## src/rtl/sys_bus_mux_if.sv

```systemverilog
// Bus bundle between one CPU master, the sys_bus_mux and NUM_SLV slaves.
// The mux takes the slave modport; the CPU/slave environment takes the master modport.
interface sys_bus_mux_if #(
    parameter int NUM_SLV = 4
);
    logic [31:0]           cpu_addr;
    logic                  cpu_valid;
    logic                  cpu_wen;
    logic [31:0]           cpu_wdata;
    logic [3:0]            cpu_wmask;
    logic [31:0]           cpu_rdata;
    logic                  cpu_ready;
    logic                  cpu_err;
    logic [NUM_SLV-1:0]    slv_valid;
    logic                  slv_wen;
    logic [27:0]           slv_addr;
    logic [31:0]           slv_wdata;
    logic [3:0]            slv_wmask;
    logic [32*NUM_SLV-1:0] slv_rdata;
    logic [NUM_SLV-1:0]    slv_ready;
    logic                  err_clr;
    logic [31:0]           err_addr;
    logic [7:0]            err_cnt;

    modport slave (
        input  cpu_addr, cpu_valid, cpu_wen, cpu_wdata, cpu_wmask,
        input  slv_rdata, slv_ready, err_clr,
        output cpu_rdata, cpu_ready, cpu_err,
        output slv_valid, slv_wen, slv_addr, slv_wdata, slv_wmask,
        output err_addr, err_cnt
    );

    modport master (
        output cpu_addr, cpu_valid, cpu_wen, cpu_wdata, cpu_wmask,
        output slv_rdata, slv_ready, err_clr,
        input  cpu_rdata, cpu_ready, cpu_err,
        input  slv_valid, slv_wen, slv_addr, slv_wdata, slv_wmask,
        input  err_addr, err_cnt
    );
endinterface

```

## src/rtl/sys_bus_mux.sv

```systemverilog
// Single-master to NUM_SLV-slave bus mux: address decode on [31:28], per-access
// timeout, registered response and sticky error status (address + saturating count).
module sys_bus_mux #(
    parameter int NUM_SLV = 4,
    parameter int TIMEOUT = 255
) (
    input logic          clk,
    input logic          rst_n,
    sys_bus_mux_if.slave bus
);
    typedef enum logic [1:0] {IDLE, ACCESS, RESP} state_t;

    state_t      state, state_nxt;
    logic [31:0] addr_p0;
    logic        wen_p0;
    logic [31:0] wdata_p0;
    logic [3:0]  wmask_p0;
    logic [15:0] tmo_cnt;
    logic        err_p1;
    logic [31:0] rdata_p1;
    logic [31:0] err_addr_q;
    logic [7:0]  err_cnt_q;

    logic [3:0]  req_idx;
    logic [3:0]  cur_idx;
    logic        decode_ok;
    logic        tmo_hit;
    logic        sel_ready;
    logic [31:0] sel_rdata;

    function automatic logic [7:0] sat_inc(input logic [7:0] v);
        return (v == 8'hFF) ? v : v + 8'd1;
    endfunction

    assign req_idx   = bus.cpu_addr[31:28];
    assign cur_idx   = addr_p0[31:28];
    assign decode_ok = ({1'b0, req_idx} < 5'(NUM_SLV));
    assign tmo_hit   = (tmo_cnt == 16'(TIMEOUT));

    // Only the selected slave's ready/rdata are visible to the FSM.
    always_comb begin
        sel_ready = 1'b0;
        sel_rdata = '0;
        for (int i = 0; i < NUM_SLV; i++) begin
            if (cur_idx == 4'(i)) begin
                sel_ready = bus.slv_ready[i];
                sel_rdata = bus.slv_rdata[32*i +: 32];
            end
        end
    end

    always_comb begin
        bus.slv_valid = '0;
        for (int i = 0; i < NUM_SLV; i++) begin
            bus.slv_valid[i] = (state == ACCESS) && (cur_idx == 4'(i));
        end
    end

    always_comb begin
        state_nxt = state;
        case (state)
            IDLE:    if (bus.cpu_valid) state_nxt = decode_ok ? ACCESS : RESP;
            ACCESS:  if (sel_ready || tmo_hit) state_nxt = RESP;
            RESP:    state_nxt = IDLE;
            default: state_nxt = IDLE;
        endcase
    end

    // Stage p0: request latch; stage p1: response (error flag and read data).
    always_ff @(posedge clk or negedge rst_n) begin
        if (!rst_n) begin
            state    <= IDLE;
            addr_p0  <= '0;
            wen_p0   <= 1'b0;
            wdata_p0 <= '0;
            wmask_p0 <= '0;
            tmo_cnt  <= '0;
            err_p1   <= 1'b0;
            rdata_p1 <= '0;
        end else begin
            state <= state_nxt;
            case (state)
                IDLE: begin
                    if (bus.cpu_valid) begin
                        addr_p0  <= bus.cpu_addr;
                        wen_p0   <= bus.cpu_wen;
                        wdata_p0 <= bus.cpu_wdata;
                        wmask_p0 <= bus.cpu_wmask;
                        tmo_cnt  <= '0;
                        err_p1   <= !decode_ok;
                        if (!decode_ok && !bus.cpu_wen) rdata_p1 <= '0;
                    end
                end
                ACCESS: begin
                    tmo_cnt <= tmo_cnt + 16'd1;
                    if (sel_ready) begin
                        err_p1 <= 1'b0;
                        if (!wen_p0) rdata_p1 <= sel_rdata;
                    end else if (tmo_hit) begin
                        err_p1 <= 1'b1;
                        if (!wen_p0) rdata_p1 <= '0;
                    end
                end
                default: ;
            endcase
        end
    end

    // A clear that coincides with an errored response still records that error.
    always_ff @(posedge clk or negedge rst_n) begin
        if (!rst_n) begin
            err_addr_q <= '0;
            err_cnt_q  <= '0;
        end else if (state == RESP && err_p1) begin
            err_addr_q <= addr_p0;
            err_cnt_q  <= bus.err_clr ? 8'd1 : sat_inc(err_cnt_q);
        end else if (bus.err_clr) begin
            err_addr_q <= '0;
            err_cnt_q  <= '0;
        end
    end

    assign bus.cpu_ready = (state == RESP);
    assign bus.cpu_err   = (state == RESP) && err_p1;
    assign bus.cpu_rdata = rdata_p1;
    assign bus.slv_wen   = wen_p0;
    assign bus.slv_addr  = addr_p0[27:0];
    assign bus.slv_wdata = wdata_p0;
    assign bus.slv_wmask = wmask_p0;
    assign bus.err_addr  = err_addr_q;
    assign bus.err_cnt   = err_cnt_q;
endmodule
```

## src/flat_wrapper.sv

```systemverilog
// flat-port wrapper written by rule: the top's interface ports become plain ports
module sys_bus_mux_flat 
#(
    parameter int NUM_SLV = 4,
    parameter int TIMEOUT = 255
)
  (clk, rst_n, bus_cpu_addr, bus_cpu_valid, bus_cpu_wen, bus_cpu_wdata, bus_cpu_wmask, bus_slv_rdata, bus_slv_ready, bus_err_clr, bus_cpu_rdata, bus_cpu_ready, bus_cpu_err, bus_slv_valid, bus_slv_wen, bus_slv_addr, bus_slv_wdata, bus_slv_wmask, bus_err_addr, bus_err_cnt);
  sys_bus_mux_if #(.NUM_SLV(NUM_SLV)) bus_i ();
  input logic clk;
  input logic rst_n;
  input wire logic [$bits(bus_i.cpu_addr)-1:0] bus_cpu_addr;
  input wire logic [$bits(bus_i.cpu_valid)-1:0] bus_cpu_valid;
  input wire logic [$bits(bus_i.cpu_wen)-1:0] bus_cpu_wen;
  input wire logic [$bits(bus_i.cpu_wdata)-1:0] bus_cpu_wdata;
  input wire logic [$bits(bus_i.cpu_wmask)-1:0] bus_cpu_wmask;
  input wire logic [$bits(bus_i.slv_rdata)-1:0] bus_slv_rdata;
  input wire logic [$bits(bus_i.slv_ready)-1:0] bus_slv_ready;
  input wire logic [$bits(bus_i.err_clr)-1:0] bus_err_clr;
  output wire logic [$bits(bus_i.cpu_rdata)-1:0] bus_cpu_rdata;
  output wire logic [$bits(bus_i.cpu_ready)-1:0] bus_cpu_ready;
  output wire logic [$bits(bus_i.cpu_err)-1:0] bus_cpu_err;
  output wire logic [$bits(bus_i.slv_valid)-1:0] bus_slv_valid;
  output wire logic [$bits(bus_i.slv_wen)-1:0] bus_slv_wen;
  output wire logic [$bits(bus_i.slv_addr)-1:0] bus_slv_addr;
  output wire logic [$bits(bus_i.slv_wdata)-1:0] bus_slv_wdata;
  output wire logic [$bits(bus_i.slv_wmask)-1:0] bus_slv_wmask;
  output wire logic [$bits(bus_i.err_addr)-1:0] bus_err_addr;
  output wire logic [$bits(bus_i.err_cnt)-1:0] bus_err_cnt;
  assign bus_i.cpu_addr = bus_cpu_addr;
  assign bus_i.cpu_valid = bus_cpu_valid;
  assign bus_i.cpu_wen = bus_cpu_wen;
  assign bus_i.cpu_wdata = bus_cpu_wdata;
  assign bus_i.cpu_wmask = bus_cpu_wmask;
  assign bus_i.slv_rdata = bus_slv_rdata;
  assign bus_i.slv_ready = bus_slv_ready;
  assign bus_i.err_clr = bus_err_clr;
  assign bus_cpu_rdata = bus_i.cpu_rdata;
  assign bus_cpu_ready = bus_i.cpu_ready;
  assign bus_cpu_err = bus_i.cpu_err;
  assign bus_slv_valid = bus_i.slv_valid;
  assign bus_slv_wen = bus_i.slv_wen;
  assign bus_slv_addr = bus_i.slv_addr;
  assign bus_slv_wdata = bus_i.slv_wdata;
  assign bus_slv_wmask = bus_i.slv_wmask;
  assign bus_err_addr = bus_i.err_addr;
  assign bus_err_cnt = bus_i.err_cnt;
  sys_bus_mux #(.NUM_SLV(NUM_SLV), .TIMEOUT(TIMEOUT)) u_core (.clk(clk), .rst_n(rst_n), .bus(bus_i));
endmodule
```

## config.mk

```make
export PLATFORM = sky130hd
export DESIGN_NAME = sys_bus_mux_flat
export DESIGN_NICKNAME = d
export VERILOG_FILES = /design/src/rtl/sys_bus_mux_if.sv /design/src/rtl/sys_bus_mux.sv /design/src/flat_wrapper.sv
export SDC_FILE = /design/constraint.sdc
export NUM_CORES = 1
export LEC_CHECK = 0
export BUFFER_PORTS_ARGS = -buffer_cell sky130_fd_sc_hd__clkbuf_2
export CORE_ASPECT_RATIO = 0.6
export CORE_MARGIN = 2
export CORE_UTILIZATION = 46
export CTS_BUF_LIST = sky130_fd_sc_hd__clkbuf_4 sky130_fd_sc_hd__clkbuf_8
export DETAILED_ROUTE_END_ITERATION = 7
export PLACE_DENSITY_LB_ADDON = 0.08
export SLEW_MARGIN = 40
export SYNTH_ARGS = -nofsm -noshare
export SYNTH_HDL_FRONTEND = slang
export SYNTH_SLANG_ARGS = --single-unit
```

## constraint.sdc

```tcl
create_clock -name clk -period 2.3 [get_ports clk]
set_clock_uncertainty 0.1 [all_clocks]
set_input_delay 0.575 -clock clk [delete_from_list [all_inputs] [get_ports clk]]
set_output_delay 0.575 -clock clk [all_outputs]
set_load 0.1 [all_outputs]
```

# ---- After elaboration in Yosys (flattened, before gate mapping)
# Index checks and enable logic that the tools add are counted.
dict set report totals {
  output_inout_bits 143
  ff_bits 160
  inputBits 205
}
dict set report classes {
  addsub 2
  n_eq_ne 13
  n_reduce_logical 19
  n_lt_le_gt_ge 1
  muxes 31
}
# cell count
set ops {}
lappend ops {{two-way mux 32 bit} 12}
lappend ops {{case mux 32 bit (2 select lines)} 1}
lappend ops {{two-way mux 8 bit} 4}
lappend ops {{case mux 16 bit (2 select lines)} 1}
lappend ops {{adder 16 x 1 -> 16 bit, second input constant} 1}
lappend ops {{equality test 16 x 8 -> 1 bit, second input constant} 1}
lappend ops {{two-way mux 16 bit} 1}
lappend ops {{adder 8 x 1 -> 8 bit, second input constant} 1}
lappend ops {{equality test 4 x 2 -> 1 bit, second input constant} 2}
lappend ops {{equality test 8 bit, second input constant} 1}
lappend ops {{!= test 2 bit, second input constant} 4}
lappend ops {{AND reduction 2 bit} 4}
lappend ops {{two-way mux 1 bit} 7}
lappend ops {{logical AND 1 bit} 6}
lappend ops {{two-way mux 2 bit} 3}
lappend ops {{AND reduction 5 bit} 1}
lappend ops {{equality test 4 x 1 -> 1 bit, second input constant} 1}
lappend ops {{logical NOT 4 bit} 1}
lappend ops {{less-than comparator 4 x 3 -> 1 bit, second input constant} 1}
lappend ops {{case mux 2 bit (2 select lines)} 1}
lappend ops {{nonzero test 2 bit} 2}
lappend ops {{!= test 3 x 1 -> 1 bit, second input constant} 1}
lappend ops {{AND reduction 3 bit} 1}
lappend ops {{equality test 2 x 1 -> 1 bit, second input constant} 1}
lappend ops {{other kinds (6)} 7}

# ---- Depth between registers and ports, before layout
dict set report depth {
  depth_word 8
  ltp_mapped 7
}

# ---- Worst setup path after synthesis
# OpenSTA, ideal clock, no wires.
dict set report synth_path {
  kind {register to output}
  startpoint {reg u_core.state[1]}
  endpoint {out bus_slv_valid[0]}
  path_stages_with_launch 4
  t_arrival_ns 3.074
  required_ns 1.625
  slack_ns -1.449
  n_path_buf 0
  path_cell_list {dfrtp_1 -> nand2b_1 -> nor3_1 -> nor3b_1}
}
dict set report synth_between {
  elab_chain_len 2
}
# element line_no
set synth_rtl {}
lappend synth_rtl {{start: declaration} sys_bus_mux.sv:13} ;# state_t state, state_nxt;
lappend synth_rtl {{start signal: assignment} sys_bus_mux.sv:81} ;# state <= state_nxt;
lappend synth_rtl {{equality test 2 x 1 -> 1 bit} sys_bus_mux.sv:55} ;# bus.slv_valid[i] = (state == ACCESS) && (cur_idx == 4'(i));
lappend synth_rtl {{logical AND 1 bit} sys_bus_mux.sv:55}
lappend synth_rtl {{end: declaration} flat_wrapper.sv:22} ;# output wire logic [$bits(bus_i.slv_valid)-1:0] bus_slv_valid;
# No other way between the ends.

# ---- Final worst setup path
# Ends and elaborated chain as after synthesis.

==> reports/qor_table.md <==
| Item | Value | Unit |
| --- | --- | --- |
| Total die area | 18100 | µm² |
| IO Count | 348 | - |
| FMAX | 428.9 | MHz |
| Time the worst path needs with I/O delays and setup | 2331 | ps |
| CTS tree | done | - |
| FILL cells | 1467 | - |
| Vertical die dimension | 105.0 | µm |
| Final setup viols | 3 | - |
| Distinct cell type count of the synthesized netlist | 50 | - |
| Classification of the worst-slack hold path | primary input to flip-flop | - |
| Die Span X | 172.4 | µm |
| RSZ-0062 raised after global routing | yes | - |
| Worst Slack Setup Final | -31.34 | ps |
| Post-layout nets | 1365 | - |
| Setup slack at placement | 161.9 | ps |
| Clock insertion delay at the later pin of the skew report | 430 | ps |
| Row cnt | 36 | - |
| Global Route Usage Sum | 24.86 | % |
| Req. time, crit path | 1620 | ps |
| Area of the mapped netlist | 7824 | µm² |
| Max-Cap Viols | 0 | - |
| Number of global-route vias before repair | 6698 | - |
| Hold-critical path endpoint | u_core.addr_p0[10] | - |
| Layout cells sized above 1 | 39.54 | % |
| Remaining Overflow, GRT | 0 | - |
| Worst-path clk slew | 100 | ps |
| DR iter-0 viols | 474 | - |
| Count of flip-flops with a built-in enable after synthesis | 0 | - |
| Synth Net Count | 1050 | - |
| Violated checks | setup timing | - |
| Final worst path period share | 101.4 | % |
| Growth of design area from synthesis to finish | 31.74 | % |
| Via density | 4.996 | - |
| Worst min-delay path startpoint | bus_cpu_addr[10] | - |
| Fraction of synthesis flops using an asynchronous set or reset pin | 100.0 | % |
| Worst r2r src | u_core.tmo_cnt[13] | - |
| Clock root buffer master | sky130_fd_sc_hd__clkbuf_8 | - |
| First-pass GRT wire length | 35400 | µm |
| Post-synthesis register bit count | 160 | - |
| Number of buffers added by the clock tree synthesis step | 17 | - |
| Number of buffers on the longest clock path | 2 | - |
| Number of buffers inserted by port buffering | 347 | - |
| Avg WL per Cell | 16.04 | µm |
| Run status | finished with violations | - |
| ANT nets after route | 0 | - |
| Placeable core region | 16440 | µm² |
| Depth of the most critical reg-to-reg path | 5 | - |
| Iteration count of the initial detailed-routing pass | 5 | - |
| Tightest slew margin relative to the limit | 52.80 | % |
| Hold-critical path depth | 3 | - |
| Antenna violations before repair | 0 | - |
| Routability Congestion | 0.8538 | - |
| Critical Path Source Type | flip-flop | - |
| Endpoint type of the worst setup path | primary output | - |
| Number of cells produced by synthesis | 843 | - |
| Drt total wl | 22440 | µm |
| Pins Over Slew Limit | 0 | - |
| H-tree depth reported by CTS | 4 | - |
| Average footprint of a synthesized cell | 9.281 | µm² |
| Num Clock Sinks | 160 | - |
| Capture instance of the worst register-to-register path | u_core.bus.cpu_rdata[20] | - |
| Seq/Total Area, Yosys | 51.18 | % |
| Register-to-register setup slack | 200 | ps |
| CP max FO | 5 | - |
| Top FF cell, synth | sky130_fd_sc_hd__dfrtp_1 | - |
| Number of warnings printed during yosys synthesis | 0 | - |
| Pin count of the biggest net entering global routing | 65 | - |
| Worst setup path category | flip-flop to primary output | - |
| Post-DP HPWL | 16790 | µm |
| Number of DRC violations after detailed routing | 0 | - |
| Antenna diodes | 0 | - |
| Arr. time, crit path | 1660 | ps |
| Via count | 6990 | - |
| Count of final hold-check violations | 0 | - |
| Slew at the pin with the worst max-slew slack | 708.0 | ps |
| Final total negative setup slack | -48.85 | ps |
| Starting utilization of the core area | 47.59 | % |
[cell families (layout without fill, tap and decap cells)]
family,after synthesis,count (layout),synth area share (%)
AND/OR/NAND/NOR,383,383,21.16
multiplexers,73,73,9.931
flip-flops,160,160,51.18
XOR/XNOR,2,2,0.2239
AO/OA/AOI/OAI,137,137,11.21
buffers and inverters,86,414,5.981
adder cells (fa/ha/maj),2,2,0.3198
[worst max-delay path by stage]
stage                       startpoint                        to  slack, ps  depth (start not counted)
finish                 u_core.state[1]          bus_slv_valid[0]        -30                          5
floorplan           u_core.addr_p0[28]          bus_slv_valid[1]       -170                          4
global placement      bus_slv_ready[2]  u_core.bus.cpu_rdata[26]        210                          6
detailed placement    bus_slv_ready[2]  u_core.bus.cpu_rdata[10]        160                          6
CTS                    u_core.state[1]          bus_slv_valid[0]        -50                          5
global route           u_core.state[1]          bus_slv_valid[0]       -130                          5
[Yosys cell counts (all sizes together), types with 2 or more instances]
cell	number	area [µm²]
and4	2	17.52
or4	3	22.52
nor2	16	60.06
o211ai	2	15.01
clkbuf	39	146.4
inv	4	15.01
nand3	5	25.02
a22o	2	17.52
dfrtp	160	4004
nor3b	2	15.01
mux2	34	386.6
nand2b	33	206.5
nor3	5	25.02
a31oi	4	25.02
buf	43	306.5
o2bb2ai	32	280.3
o31ai	2	15.01
nand4	8	50.05
mux2i	39	390.4
nor4	2	27.53
o21ai	81	405.4
ha	2	25.02
nor2b	2	12.51
a21oi	5	25.02
nand2	290	1089
xor2	2	17.52
and3	7	43.79
[metal layers]
layer	global-route usage, %	up-vias	share of wire, %
met2	38.86	226	46
met3	5.947	21	6.5
met1	35.31	3299	46
li1	-	3444	-
met4	4.982	0	1.2
met5	0	-	0
[flip-flops by register name, indices dropped and copies added (netlist names)]
signal                count
u_core.bus.slv_wmask      4
u_core.addr_p0           32
u_core.err_p1             1
u_core.state              2
u_core.bus.err_cnt        8
u_core.bus.err_addr      32
u_core.bus.cpu_rdata     32
u_core.tmo_cnt           16
u_core.bus.slv_wdata     32
u_core.bus.slv_wen        1
[stage by stage]
stage / utilization [%] / hold WS [ps] / std cells / cell area, µm²
2_1_floorplan: - / 179.4 / 843 / 7853
3_3_place_gp: 59.58 / 359.8 / 1360 / 9796
3_5_place_dp: 59.58 / 363.5 / 1360 / 9796
4_1_cts: 62.51 / 185.3 / 1397 / 10280
5_1_grt: 62.69 / 198.2 / 1399 / 10310
6_report: 62.69 / 217.2 / 1399 / 10310
[final cells by class]
cell class	count	area, µm²	area share (%)
inverters	4	15.01	0.1457
multi-input cells	597	3406	33.04
flip-flops and latches	160	4013	38.93
repair buffers	378	2203	21.38
clock buffers	18	241.5	2.343
well taps	228	285.3	2.768
clock inverters	14	143.9	1.396
[what timing repair did]
action                                 in CTS  in global routing
gates cloned                                1                  0
endpoints found under the hold margin      38                  0
pin swaps                                   0                  1
setup endpoints to repair                   5                  5
setup buffers                               3                  2
hold buffers                                1                  0
resized for setup                           7                  4
[cell usage in the layout, fill, tap and decap left out, drive strengths merged, types with 3 or more instances in the layout]
cell | synthesis | final
a21oi | 5 | 5
a31oi | 4 | 4
and3 | 7 | 7
buf | 43 | 35
clkbuf | 39 | 359
clkinv | 0 | 3
dfrtp | 160 | 160
inv | 4 | 13
mux2 | 34 | 34
mux2i | 39 | 39
nand2 | 290 | 290
nand2b | 33 | 33
nand3 | 5 | 5
nand4 | 8 | 8
nor2 | 16 | 16
nor3 | 5 | 5
o21ai | 81 | 81
o2bb2ai | 32 | 32
or4 | 3 | 3
[worst max-delay path, stage by stage, from the launching register on]
cell and delay (ps):
sky130_fd_sc_hd__dfrtp_1 390, sky130_fd_sc_hd__nand2b_4 160, sky130_fd_sc_hd__nor3_4 130, sky130_fd_sc_hd__buf_6 130, sky130_fd_sc_hd__nor3b_4 210, sky130_fd_sc_hd__buf_12 200
Power is not shown: default switching activity piles up to over one toggle a cycle in this logic, so the estimate is an artifact.
